<file path="config.mk">
export PLATFORM = sky130hd
export DESIGN_NAME = i2s_frame_capture
export DESIGN_NICKNAME = d
export VERILOG_FILES = /design/src/rtl/i2s_frame_capture.sv
export SDC_FILE = /design/constraint.sdc
export NUM_CORES = 1
export LEC_CHECK = 0
export ABC_CLOCK_PERIOD_IN_PS = 4000
export CORE_MARGIN = 2
export CORE_UTILIZATION = 55
export DETAILED_ROUTE_END_ITERATION = 10
export GPL_TIMING_DRIVEN = 0
export PLACE_DENSITY = 0.79
export SETUP_SLACK_MARGIN = 0.3
export SLEW_MARGIN = 20
export SYNTH_ARGS = -nofsm -noshare
export SYNTH_HDL_FRONTEND = slang
export SYNTH_SLANG_ARGS = --single-unit
</file>
<file path="constraint.sdc">
create_clock -name clk -period 4 [get_ports clk]
set_input_delay 1 -clock clk [delete_from_list [all_inputs] [get_ports clk]]
set_output_delay 1 -clock clk [all_outputs]
set_load 0.005 [all_outputs]
</file>
<file path="src/rtl/i2s_frame_capture.sv">
// I2S receiver that oversamples bck/ws/d0, deserializes MSB-first left/right words
// and buffers completed pairs in a show-ahead FIFO behind a valid/ready handshake.
module i2s_frame_capture #(
   parameter int WIDTH   = 24,
   parameter int DEPTH   = 4,
   parameter int TIMEOUT = 255
) (
   input  logic             clk,
   input  logic             resetb,
   input  logic             i2s_bck,
   input  logic             i2s_ws,
   input  logic             i2s_d0,
   output logic [WIDTH-1:0] sample_left,
   output logic [WIDTH-1:0] sample_right,
   output logic             sample_valid,
   input  logic             sample_ready,
   output logic             locked,
   output logic             short_word,
   output logic             overflow,
   input  logic             clear_flags
);

   localparam int CW = $clog2(WIDTH + 1);
   localparam int AW = $clog2(DEPTH);
   localparam int PW = 2 * WIDTH;
   localparam logic [CW-1:0] WIDTH_C = CW'(WIDTH);
   localparam logic [CW-1:0] CNT_ONE = CW'(1'b1);
   localparam logic [7:0]    TMO_C   = 8'(TIMEOUT);
   localparam logic [7:0]    TMO_M1  = 8'(TIMEOUT - 1);
   localparam logic [AW:0]   DEPTH_C = (AW + 1)'(DEPTH);
   localparam logic [AW:0]   OCC_ONE = (AW + 1)'(1'b1);
   localparam logic [AW-1:0] PTR_ONE = AW'(1'b1);

   typedef enum logic {ST_SYNC = 1'b0, ST_CAPTURE = 1'b1} state_t;

   logic             bck_q, bck_qq, ws_q, d0_q;
   state_t           state_q, state_d;
   logic             ws_prev_q, ws_prev_d;
   logic             chan_q, chan_d;
   logic [CW-1:0]    bitcnt_q, bitcnt_d;
   logic [WIDTH-1:0] shift_q, shift_d;
   logic [WIDTH-1:0] left_hold_q, left_hold_d;
   logic             left_valid_q, left_valid_d;
   logic [7:0]       wd_q, wd_d;
   logic             push_q, push_d;
   logic [PW-1:0]    push_data_q, push_data_d;
   logic             locked_q, locked_d;
   logic             short_q, short_d;
   logic             ovf_q, ovf_d;
   logic [PW-1:0]    mem_q [DEPTH];
   logic [AW-1:0]    wr_ptr_q, wr_ptr_d, rd_ptr_q, rd_ptr_d;
   logic [AW:0]      occ_q, occ_d;

   logic             rise_s, timeout_s, short_set_s;
   logic [WIDTH-1:0] word_shift_s, word_final_s;
   logic [CW-1:0]    word_cnt_s;
   logic             full_s, pop_s, wr_en_s, ovf_set_s;

   assign rise_s    = bck_q & ~bck_qq;
   assign timeout_s = ~rise_s & (wd_q >= TMO_M1);

   // Word contents as they would be after this rise: one more bit unless already full width
   always_comb begin
      word_shift_s = shift_q;
      word_cnt_s   = bitcnt_q;
      if (bitcnt_q < WIDTH_C) begin
         word_shift_s = {shift_q[WIDTH-2:0], d0_q};
         word_cnt_s   = bitcnt_q + CNT_ONE;
      end else begin
         word_shift_s = shift_q;
         word_cnt_s   = bitcnt_q;
      end
      word_final_s = word_shift_s << (WIDTH_C - word_cnt_s);
   end

   // Alignment FSM, deserializer and watchdog next-state
   always_comb begin
      state_d      = state_q;
      ws_prev_d    = ws_prev_q;
      chan_d       = chan_q;
      bitcnt_d     = bitcnt_q;
      shift_d      = shift_q;
      left_hold_d  = left_hold_q;
      left_valid_d = left_valid_q;
      push_d       = 1'b0;
      push_data_d  = push_data_q;
      locked_d     = locked_q;
      short_set_s  = 1'b0;
      wd_d         = wd_q;

      if (rise_s) begin
         wd_d = 8'd0;
      end else if (wd_q != TMO_C) begin
         wd_d = wd_q + 8'd1;
      end else begin
         wd_d = wd_q;
      end

      if (timeout_s) begin
         // bit clock lost: drop the partial word and any unpaired left sample
         state_d      = ST_SYNC;
         bitcnt_d     = {CW{1'b0}};
         shift_d      = {WIDTH{1'b0}};
         left_valid_d = 1'b0;
         locked_d     = 1'b0;
      end else if (rise_s) begin
         ws_prev_d = ws_q;
         case (state_q)
            ST_SYNC: begin
               if (ws_q != ws_prev_q) begin
                  state_d  = ST_CAPTURE;
                  chan_d   = ws_q;
                  bitcnt_d = {CW{1'b0}};
                  shift_d  = {WIDTH{1'b0}};
               end else begin
                  state_d = ST_SYNC;
               end
            end
            ST_CAPTURE: begin
               if (ws_q == ws_prev_q) begin
                  shift_d  = word_shift_s;
                  bitcnt_d = word_cnt_s;
               end else begin
                  if (word_cnt_s != WIDTH_C) begin
                     short_set_s = 1'b1;
                  end else begin
                     short_set_s = 1'b0;
                  end
                  if (chan_q == 1'b0) begin
                     left_hold_d  = word_final_s;
                     left_valid_d = 1'b1;
                  end else if (left_valid_q) begin
                     push_d       = 1'b1;
                     push_data_d  = {left_hold_q, word_final_s};
                     left_valid_d = 1'b0;
                     locked_d     = 1'b1;
                  end else begin
                     left_valid_d = 1'b0;
                  end
                  chan_d   = ~chan_q;
                  bitcnt_d = {CW{1'b0}};
                  shift_d  = {WIDTH{1'b0}};
               end
            end
            default: begin
               state_d = ST_SYNC;
            end
         endcase
      end else begin
         state_d = state_q;
      end
   end

   assign full_s       = (occ_q == DEPTH_C);
   assign sample_valid = (occ_q != {(AW + 1){1'b0}});
   assign pop_s        = sample_valid & sample_ready;
   assign wr_en_s      = push_q & (~full_s | pop_s);
   assign ovf_set_s    = push_q & full_s & ~pop_s;

   // FIFO pointers, occupancy and sticky flags next-state
   always_comb begin
      wr_ptr_d = wr_ptr_q;
      rd_ptr_d = rd_ptr_q;
      occ_d    = occ_q;
      if (wr_en_s) begin
         wr_ptr_d = wr_ptr_q + PTR_ONE;
      end else begin
         wr_ptr_d = wr_ptr_q;
      end
      if (pop_s) begin
         rd_ptr_d = rd_ptr_q + PTR_ONE;
      end else begin
         rd_ptr_d = rd_ptr_q;
      end
      case ({wr_en_s, pop_s})
         2'b10:   occ_d = occ_q + OCC_ONE;
         2'b01:   occ_d = occ_q - OCC_ONE;
         default: occ_d = occ_q;
      endcase
      if (short_set_s) begin
         short_d = 1'b1;
      end else if (clear_flags) begin
         short_d = 1'b0;
      end else begin
         short_d = short_q;
      end
      if (ovf_set_s) begin
         ovf_d = 1'b1;
      end else if (clear_flags) begin
         ovf_d = 1'b0;
      end else begin
         ovf_d = ovf_q;
      end
   end

   // State registers with synchronous active-low reset
   always_ff @(posedge clk) begin
      if (!resetb) begin
         bck_q        <= 1'b0;
         bck_qq       <= 1'b0;
         ws_q         <= 1'b0;
         d0_q         <= 1'b0;
         state_q      <= ST_SYNC;
         ws_prev_q    <= 1'b0;
         chan_q       <= 1'b0;
         bitcnt_q     <= {CW{1'b0}};
         shift_q      <= {WIDTH{1'b0}};
         left_hold_q  <= {WIDTH{1'b0}};
         left_valid_q <= 1'b0;
         wd_q         <= 8'd0;
         push_q       <= 1'b0;
         push_data_q  <= {PW{1'b0}};
         locked_q     <= 1'b0;
         short_q      <= 1'b0;
         ovf_q        <= 1'b0;
         wr_ptr_q     <= {AW{1'b0}};
         rd_ptr_q     <= {AW{1'b0}};
         occ_q        <= {(AW + 1){1'b0}};
      end else begin
         bck_q        <= i2s_bck;
         bck_qq       <= bck_q;
         ws_q         <= i2s_ws;
         d0_q         <= i2s_d0;
         state_q      <= state_d;
         ws_prev_q    <= ws_prev_d;
         chan_q       <= chan_d;
         bitcnt_q     <= bitcnt_d;
         shift_q      <= shift_d;
         left_hold_q  <= left_hold_d;
         left_valid_q <= left_valid_d;
         wd_q         <= wd_d;
         push_q       <= push_d;
         push_data_q  <= push_data_d;
         locked_q     <= locked_d;
         short_q      <= short_d;
         ovf_q        <= ovf_d;
         wr_ptr_q     <= wr_ptr_d;
         rd_ptr_q     <= rd_ptr_d;
         occ_q        <= occ_d;
      end
   end

   // FIFO storage; entries beyond occupancy are never observed, so no reset
   always_ff @(posedge clk) begin
      if (wr_en_s) begin
         mem_q[wr_ptr_q] <= push_data_q;
      end
   end

   assign sample_left  = sample_valid ? mem_q[rd_ptr_q][PW-1:WIDTH] : {WIDTH{1'b0}};
   assign sample_right = sample_valid ? mem_q[rd_ptr_q][WIDTH-1:0]  : {WIDTH{1'b0}};
   assign locked       = locked_q;
   assign short_word   = short_q;
   assign overflow     = ovf_q;

endmodule

</file>
==> metrics.md <==
| Metric | Value |
|---|---|
| Worst hold margin | 448 ps |
| Synthesized area per cell | 12.7 um^2 |
| Final Hold Viols | 0 |
| Post-Syn Instances | 1083 |
| Worst Skew | 25.8 ps |
| FILL cells | 1764 |
| Number of antenna violations at the first check in global routing | 0 |
| Static Leak | 0.00527 uW |
| Final cell count without fillers | 1533 |
| Hold-fix buffer count after cts | 0 |
| Fin crit period | 3610 ps |
| Clock tree buffer depth | 3 |
| Post-synth top area share | 41.9% |
| Wire length of the first global-routing pass | 46800 um |
| Num rows | 57 |
| Max Slew Vio Count | 0 |
| Area leader, netlist | sky130_fd_sc_hd__edfxtp_1 |
| Full die area | 26300 um^2 |
| Port buffer count | 58 |
| Register area share after synthesis | 60.9% |
| Total number of clock tree sinks | 322 |
| Netlist cell types | 64 |
| Number of global-route vias before repair | 8762 |
| Number of warnings reported in the yosys synthesis log | 0 |
| RSZ-0062 raised after global routing | yes |
| Most common cell after layout, fill and taps aside | sky130_fd_sc_hd__edfxtp_1 |
| Cell chosen for the clock root | sky130_fd_sc_hd__clkbuf_16 |
| Post-route setup TNS | 0 ps |
| Global route overflow | 0 |
| Kind of critical path | reg2out |
| I/O pin count | 59 |
| Share of layout cells above drive strength 1 | 14.7% |
| Number of instances in the placed design | 1469 |
| Max-Slew Margin vs Limit | 37.9% |
| Async set-or-reset flop fraction in the synthesized netlist | 0% |
| Number of enable-type register cells in the synthesized netlist | 192 |
| Dpl cell area | 14900 um^2 |
| Starting DRT DRC Count | 729 |
| Biggest fanout along the worst timing path | 10 |
| Antenna cells | 0 |
| Total Nets Final | 1200 |
| Post-synthesis net count | 1100 |
| Final-report setup violation count | 0 |
| Global-route total usage across every layer | 22.7% |
| Number of iterations in the first detailed-routing pass | 7 |
| Post-detailed-route DRC marker count | 0 |
| WL final | 29500 um |
| TritonCTS clock tree | done |
| Per-cell via count in the routed design | 5.88 |
| Maximum number of pins on one net before global-route repair | 44 |
| Maxcap violations | 0 |
| Post-Route Utilization | 65.9% |
| Area growth from synthesis to final layout | 17.2% |
| Share of the clock period used by the worst path after layout | 90.3% |
| Transition time at the pin with the least slew margin | 921 ps |
| Post-DR wirelength/cell | 19.2 um |
| Antenna viol nets, final | 0 |
| Total power divided by cell area | 407 nW/um^2 |
| CP Capture Type | primary output |
| Startpoint kind of the worst setup timing path | register |
| DP Wirelength | 20200 um |
| Number of clock buffers inserted by TritonCTS | 34 |
| Critical Path AT | 2610 ps |
| Clock latency reported for the late side of the worst-skew pair | 520 ps |
| Outcome | finished clean |
| Synthesis-stage register bit count | 322 |
| Routability cong. | 0.929 |
| Netlist area before placement | 13700 um^2 |
| Post-route standard cell area excluding fillers | 16100 um^2 |
| Max H-tree Level | 2 |
| WP data required | 3000 ps |
| Prevailing post-synth register cell | sky130_fd_sc_hd__edfxtp_1 |
| Clk pin slew, worst setup/hold paths | 60 ps |
| Vias | 9012 |
| Maximum vdd ir drop | 0.295 mV |
| Largest cells by area after synthesis | sky130_fd_sc_hd__edfxtp_1 42%, sky130_fd_sc_hd__dfxtp_1 19%, sky130_fd_sc_hd__mux4_2 8.4% |
| Leading cell types in the layout, fill and taps excluded | 192 x sky130_fd_sc_hd__edfxtp_1, 130 x sky130_fd_sc_hd__dfxtp_1, 116 x sky130_fd_sc_hd__nand2_1 |
| Overall die height | 162 um |
| Core Box Area | 24500 um^2 |
| Min-Delay Path Class | reg2reg |
| Initial Utilization | 56.2% |
| Die extent in x | 162 um |
| Max Freq | 277 MHz |
==> worst max-delay path, cell delays in order, from the launching register on <==
cell and delay, ps:
sky130_fd_sc_hd__dfxtp_1 390, sky130_fd_sc_hd__clkbuf_2 330, sky130_fd_sc_hd__buf_2 350, sky130_fd_sc_hd__mux4_2 380, sky130_fd_sc_hd__and2_1 200, sky130_fd_sc_hd__clkdlybuf4s50_1 440
==> cell usage after synthesis (2+ instances only) <==
master and number:
sky130_fd_sc_hd__a211o_1 2, sky130_fd_sc_hd__a211oi_1 9, sky130_fd_sc_hd__a21boi_0 34, sky130_fd_sc_hd__a21boi_1 10, sky130_fd_sc_hd__a21o_1 3, sky130_fd_sc_hd__a21oi_1 34, sky130_fd_sc_hd__a221oi_1 11, sky130_fd_sc_hd__a22o_1 2
sky130_fd_sc_hd__a22oi_1 25, sky130_fd_sc_hd__a31oi_1 19, sky130_fd_sc_hd__and2_1 65, sky130_fd_sc_hd__and3_1 5, sky130_fd_sc_hd__and4b_1 9, sky130_fd_sc_hd__buf_1 5, sky130_fd_sc_hd__buf_2 15, sky130_fd_sc_hd__buf_4 2
sky130_fd_sc_hd__buf_6 5, sky130_fd_sc_hd__clkbuf_1 46, sky130_fd_sc_hd__dfxtp_1 130, sky130_fd_sc_hd__edfxtp_1 192, sky130_fd_sc_hd__ha_1 9, sky130_fd_sc_hd__inv_1 16, sky130_fd_sc_hd__mux2_2 7, sky130_fd_sc_hd__mux2i_1 32
sky130_fd_sc_hd__mux4_2 51, sky130_fd_sc_hd__nand2_1 117, sky130_fd_sc_hd__nand2b_1 5, sky130_fd_sc_hd__nand3_1 27, sky130_fd_sc_hd__nor2_1 63, sky130_fd_sc_hd__nor2b_1 20, sky130_fd_sc_hd__nor3_1 14, sky130_fd_sc_hd__nor3_2 2
sky130_fd_sc_hd__nor4b_1 2, sky130_fd_sc_hd__o211ai_1 2, sky130_fd_sc_hd__o21ai_0 49, sky130_fd_sc_hd__or2_2 2, sky130_fd_sc_hd__or3_1 4, sky130_fd_sc_hd__xnor2_1 9, sky130_fd_sc_hd__xnor2_2 2, sky130_fd_sc_hd__xor2_1 3
==> cell families after synthesis <==
| group | count (synthesis) | synth area share (%) |
|---|---|---|
| xor gates and xnor gates | 14 | 1.00 |
| adders and majority gates | 10 | 0.965 |
| DFF | 322 | 60.9 |
| muxes | 91 | 11.4 |
| buffers and inverters | 90 | 2.92 |
| and+or+nand+nor | 343 | 12.5 |
| AOI/OAI and AO/OA | 213 | 10.4 |
==> metrics by stage <==
step / setup WS (ps) / total power (uW)
2_1_floorplan: 662 / 3620
5_1_grt: 294 / 6750
6_report: 387 / 6560
4_1_cts: 300 / 6600
3_5_place_dp: 93.5 / 3650
3_3_place_gp: -456 / 3650
==> cell type report <==
| cell class | count | area, um^2 | area share, % |
|---|---|---|---|
| Multi-Input combinational cell | 671 | 5100 | 31.7 |
| Clock inverter | 13 | 118 | 0.730 |
| Tap cell | 324 | 405 | 2.52 |
| Buffer | 73 | 390 | 2.42 |
| Inverter | 17 | 63.8 | 0.396 |
| Clock buffer | 49 | 950 | 5.89 |
| Timing Repair Buffer | 64 | 718 | 4.46 |
| Sequential cell | 322 | 8370 | 51.9 |
==> power by group <==
part / switching (uW) / internal, uW / leakage, uW
Combinational: 58.8 / 35.1 / 0.00194
Clock: 1250 / 1730 / 0.000526
Sequential: 7.00 / 3480 / 0.00281
Total: 1320 / 5250 / 0.00527
==> layer usage <==
layer	global-route usage [%]	routed length, um	vias up
li1	-	-	4222
met1	30.3	12600	4413
met2	37.6	14300	314
met3	3.52	1570	63
met4	9.25	1050	0
met5	0	0	-
==> worst paths after layout <==
| check | start | to | slack [ps] | cells after the start |
|---|---|---|---|---|
| min reg2reg | left_hold_q[20] | push_data_q[44] | 450 | 2 |
| min | left_hold_q[20] | push_data_q[44] | 450 | 2 |
| max | register | sample_right[3] | 390 | 5 |
| max reg2reg | bitcnt_q[0] | left_hold_q[18] | 470 | 14 |
==> sequential cells by signal, indices dropped and copies added (netlist names), 2 cells and up, named ones only <==
signal       cells
wr_ptr_q         2
left_hold_q     24
occ_q            3
rd_ptr_q         2
bitcnt_q         5
mem_q          192
shift_q         24
push_data_q     48
wd_q             8
==> timing repair <==
action | 4_1_cts | 5_1_grt
resized for setup | 25 | 31
buffers inserted | 1 | 1
setup endpoints to repair | 84 | 56
pin swaps | 0 | 2
gates cloned | 0 | 0
(Power assumes the default switching activity.)
==> RTL edit: new RTL, same flow settings <==
Change the parameter `DEPTH` from 4 to 2.
--- a/src/rtl/i2s_frame_capture.sv
+++ b/src/rtl/i2s_frame_capture.sv
@@ -2,7 +2,7 @@
 // and buffers completed pairs in a show-ahead FIFO behind a valid/ready handshake.
 module i2s_frame_capture #(
    parameter int WIDTH   = 24,
-   parameter int DEPTH   = 4,
+   parameter int DEPTH   = 2,
    parameter int TIMEOUT = 255
 ) (
    input  logic             clk,
Check against the original RTL: same outputs for any inputs over 10 cycles, from zero or initial values and one cycle with resetb low; that may be too few to reach the edited logic, so the function may still have changed.
==> RTL edit against the original RTL <==
Setup slack gained 65 ps. Die area shrank 28%. Final area shrank 29%. Synthesized area shrank 29%. Total power shrank 33%. Highest routed layer unchanged. Routed wire length shrank 25%. Cell count shrank 16%. Non-clock buffer count shrank 7. Critical path type unchanged. Sequential cell count shrank 100.
==> RTL edit: results <==
export IMPL_cts_resized=11
export IMPL_use_met2=0.397
export IMPL_drive_gt1_frac=0.0790
export IMPL_seq_area_frac_synth=0.550
export IMPL_power_frac_comb=0.020
export IMPL_hold_end="mem_q[0][21]$_DFFE_PP_"
export IMPL_peakVddDrop_uv=305
export IMPL_relSlewSlack=0.257
export IMPL_place_hpwl_um=15900
export IMPL_dpl_cell_count=1246
export IMPL_drtIter0Drc=581
export IMPL_drt_met1_wl_um=9700
export IMPL_viasPerCell=5.73
export IMPL_grt_pass1_vias=6836
export IMPL_nets=1058
export IMPL_synth_xor_area_frac=0.00802
export IMPL_synth_cell_type_count=57
export IMPL_synth_flop_cell="dfxtp_1"
export IMPL_dr_pass1_iters=5
export IMPL_reg2reg_to="push_data_q[9]$_SDFFE_PN0P_"
export IMPL_holdWs_ps=452
export IMPL_track_usage=0.239
export IMPL_use_met1=0.312
export IMPL_routed_via_count=7384
export IMPL_dr_wl_met2_um=10500
export IMPL_grt_pass1_wl_um=35500
export IMPL_skew_ps=9.54
export IMPL_p_seq_w=0.00236
export IMPL_outcome="finished, final reports clean"
export IMPL_place_gp_congestion=0.943
export IMPL_synthTopCellsByCount="126 x dfxtp_1, 118 x nor2_1, 112 x nand2_1, 96 x edfxtp_1, 83 x mux2i_1"
export IMPL_crit_end="sample_right[4]"
export IMPL_crit_arrival_ps=2550
export IMPL_synth_fa_ha_area_frac=0.00509
export IMPL_top_regs="mem_q: 96 flops, push_data_q: 48 flops"
export IMPL_syn_nets=972
export IMPL_met3_length_um=1060
export IMPL_period_minus_slack_ps=3550
export IMPL_synth_mux_area_fraction=0.101
export IMPL_r2r_start="bitcnt_q[4]$_SDFFE_PP0P_"
export IMPL_htreeDepth=1
export IMPL_min_from="push_data_q[21]$_SDFFE_PN0P_"
export IMPL_use_met3=0.0353
export IMPL_dpl_instance_area_mm2=0.0107
export IMPL_hold_path_depth=0
export IMPL_power_internal_w=0.00351
export IMPL_grt_max_degree=33
export IMPL_synth_compound_area_frac=0.145
export IMPL_synth_area_leaders="edfxtp_1 29%, dfxtp_1 26%, mux2i_1 8.5%"
export IMPL_post_cts_buffers=2
export IMPL_syn_avg_cell_area_um2=10.2
export IMPL_p_leak_nw=3.89
export IMPL_pre_cts_ws_ps=-141
export IMPL_numCtsBuffers=22
==> RTL edit: cell count changes after synthesis, moves of 5 or more <==
cell	before	now
and3_1	5	10
a21boi_1	10	2
edfxtp_1	192	96
buf_6	5	0
ha_1	9	4
a21boi_0	34	42
mux2i_1	32	83
nor2_1	63	118
nand2_1	117	112
a21oi_1	34	29
and2_1	65	15
mux4_2	51	3
==> RTL edit: critical path, stage by stage, from the launching register on <==
cell             delay [ps]
dfxtp_1                 310
clkbuf_1                180
clkbuf_2                400
buf_2                   380
mux2i_1                 250
nor2_1                   60
clkdlybuf4s50_1         460
==> RTL edit: area by class of cell <==
class                   instances  area [µm²]
fillers                      1398        5860
flip-flops and latches        222        5410
multi-input cells             658        4140
repair buffers                 62         636
clock buffers                  29         607
plain buffers                  68         292
well taps                     225         282
clock inverters                11        85.1
inverters                      13        48.8
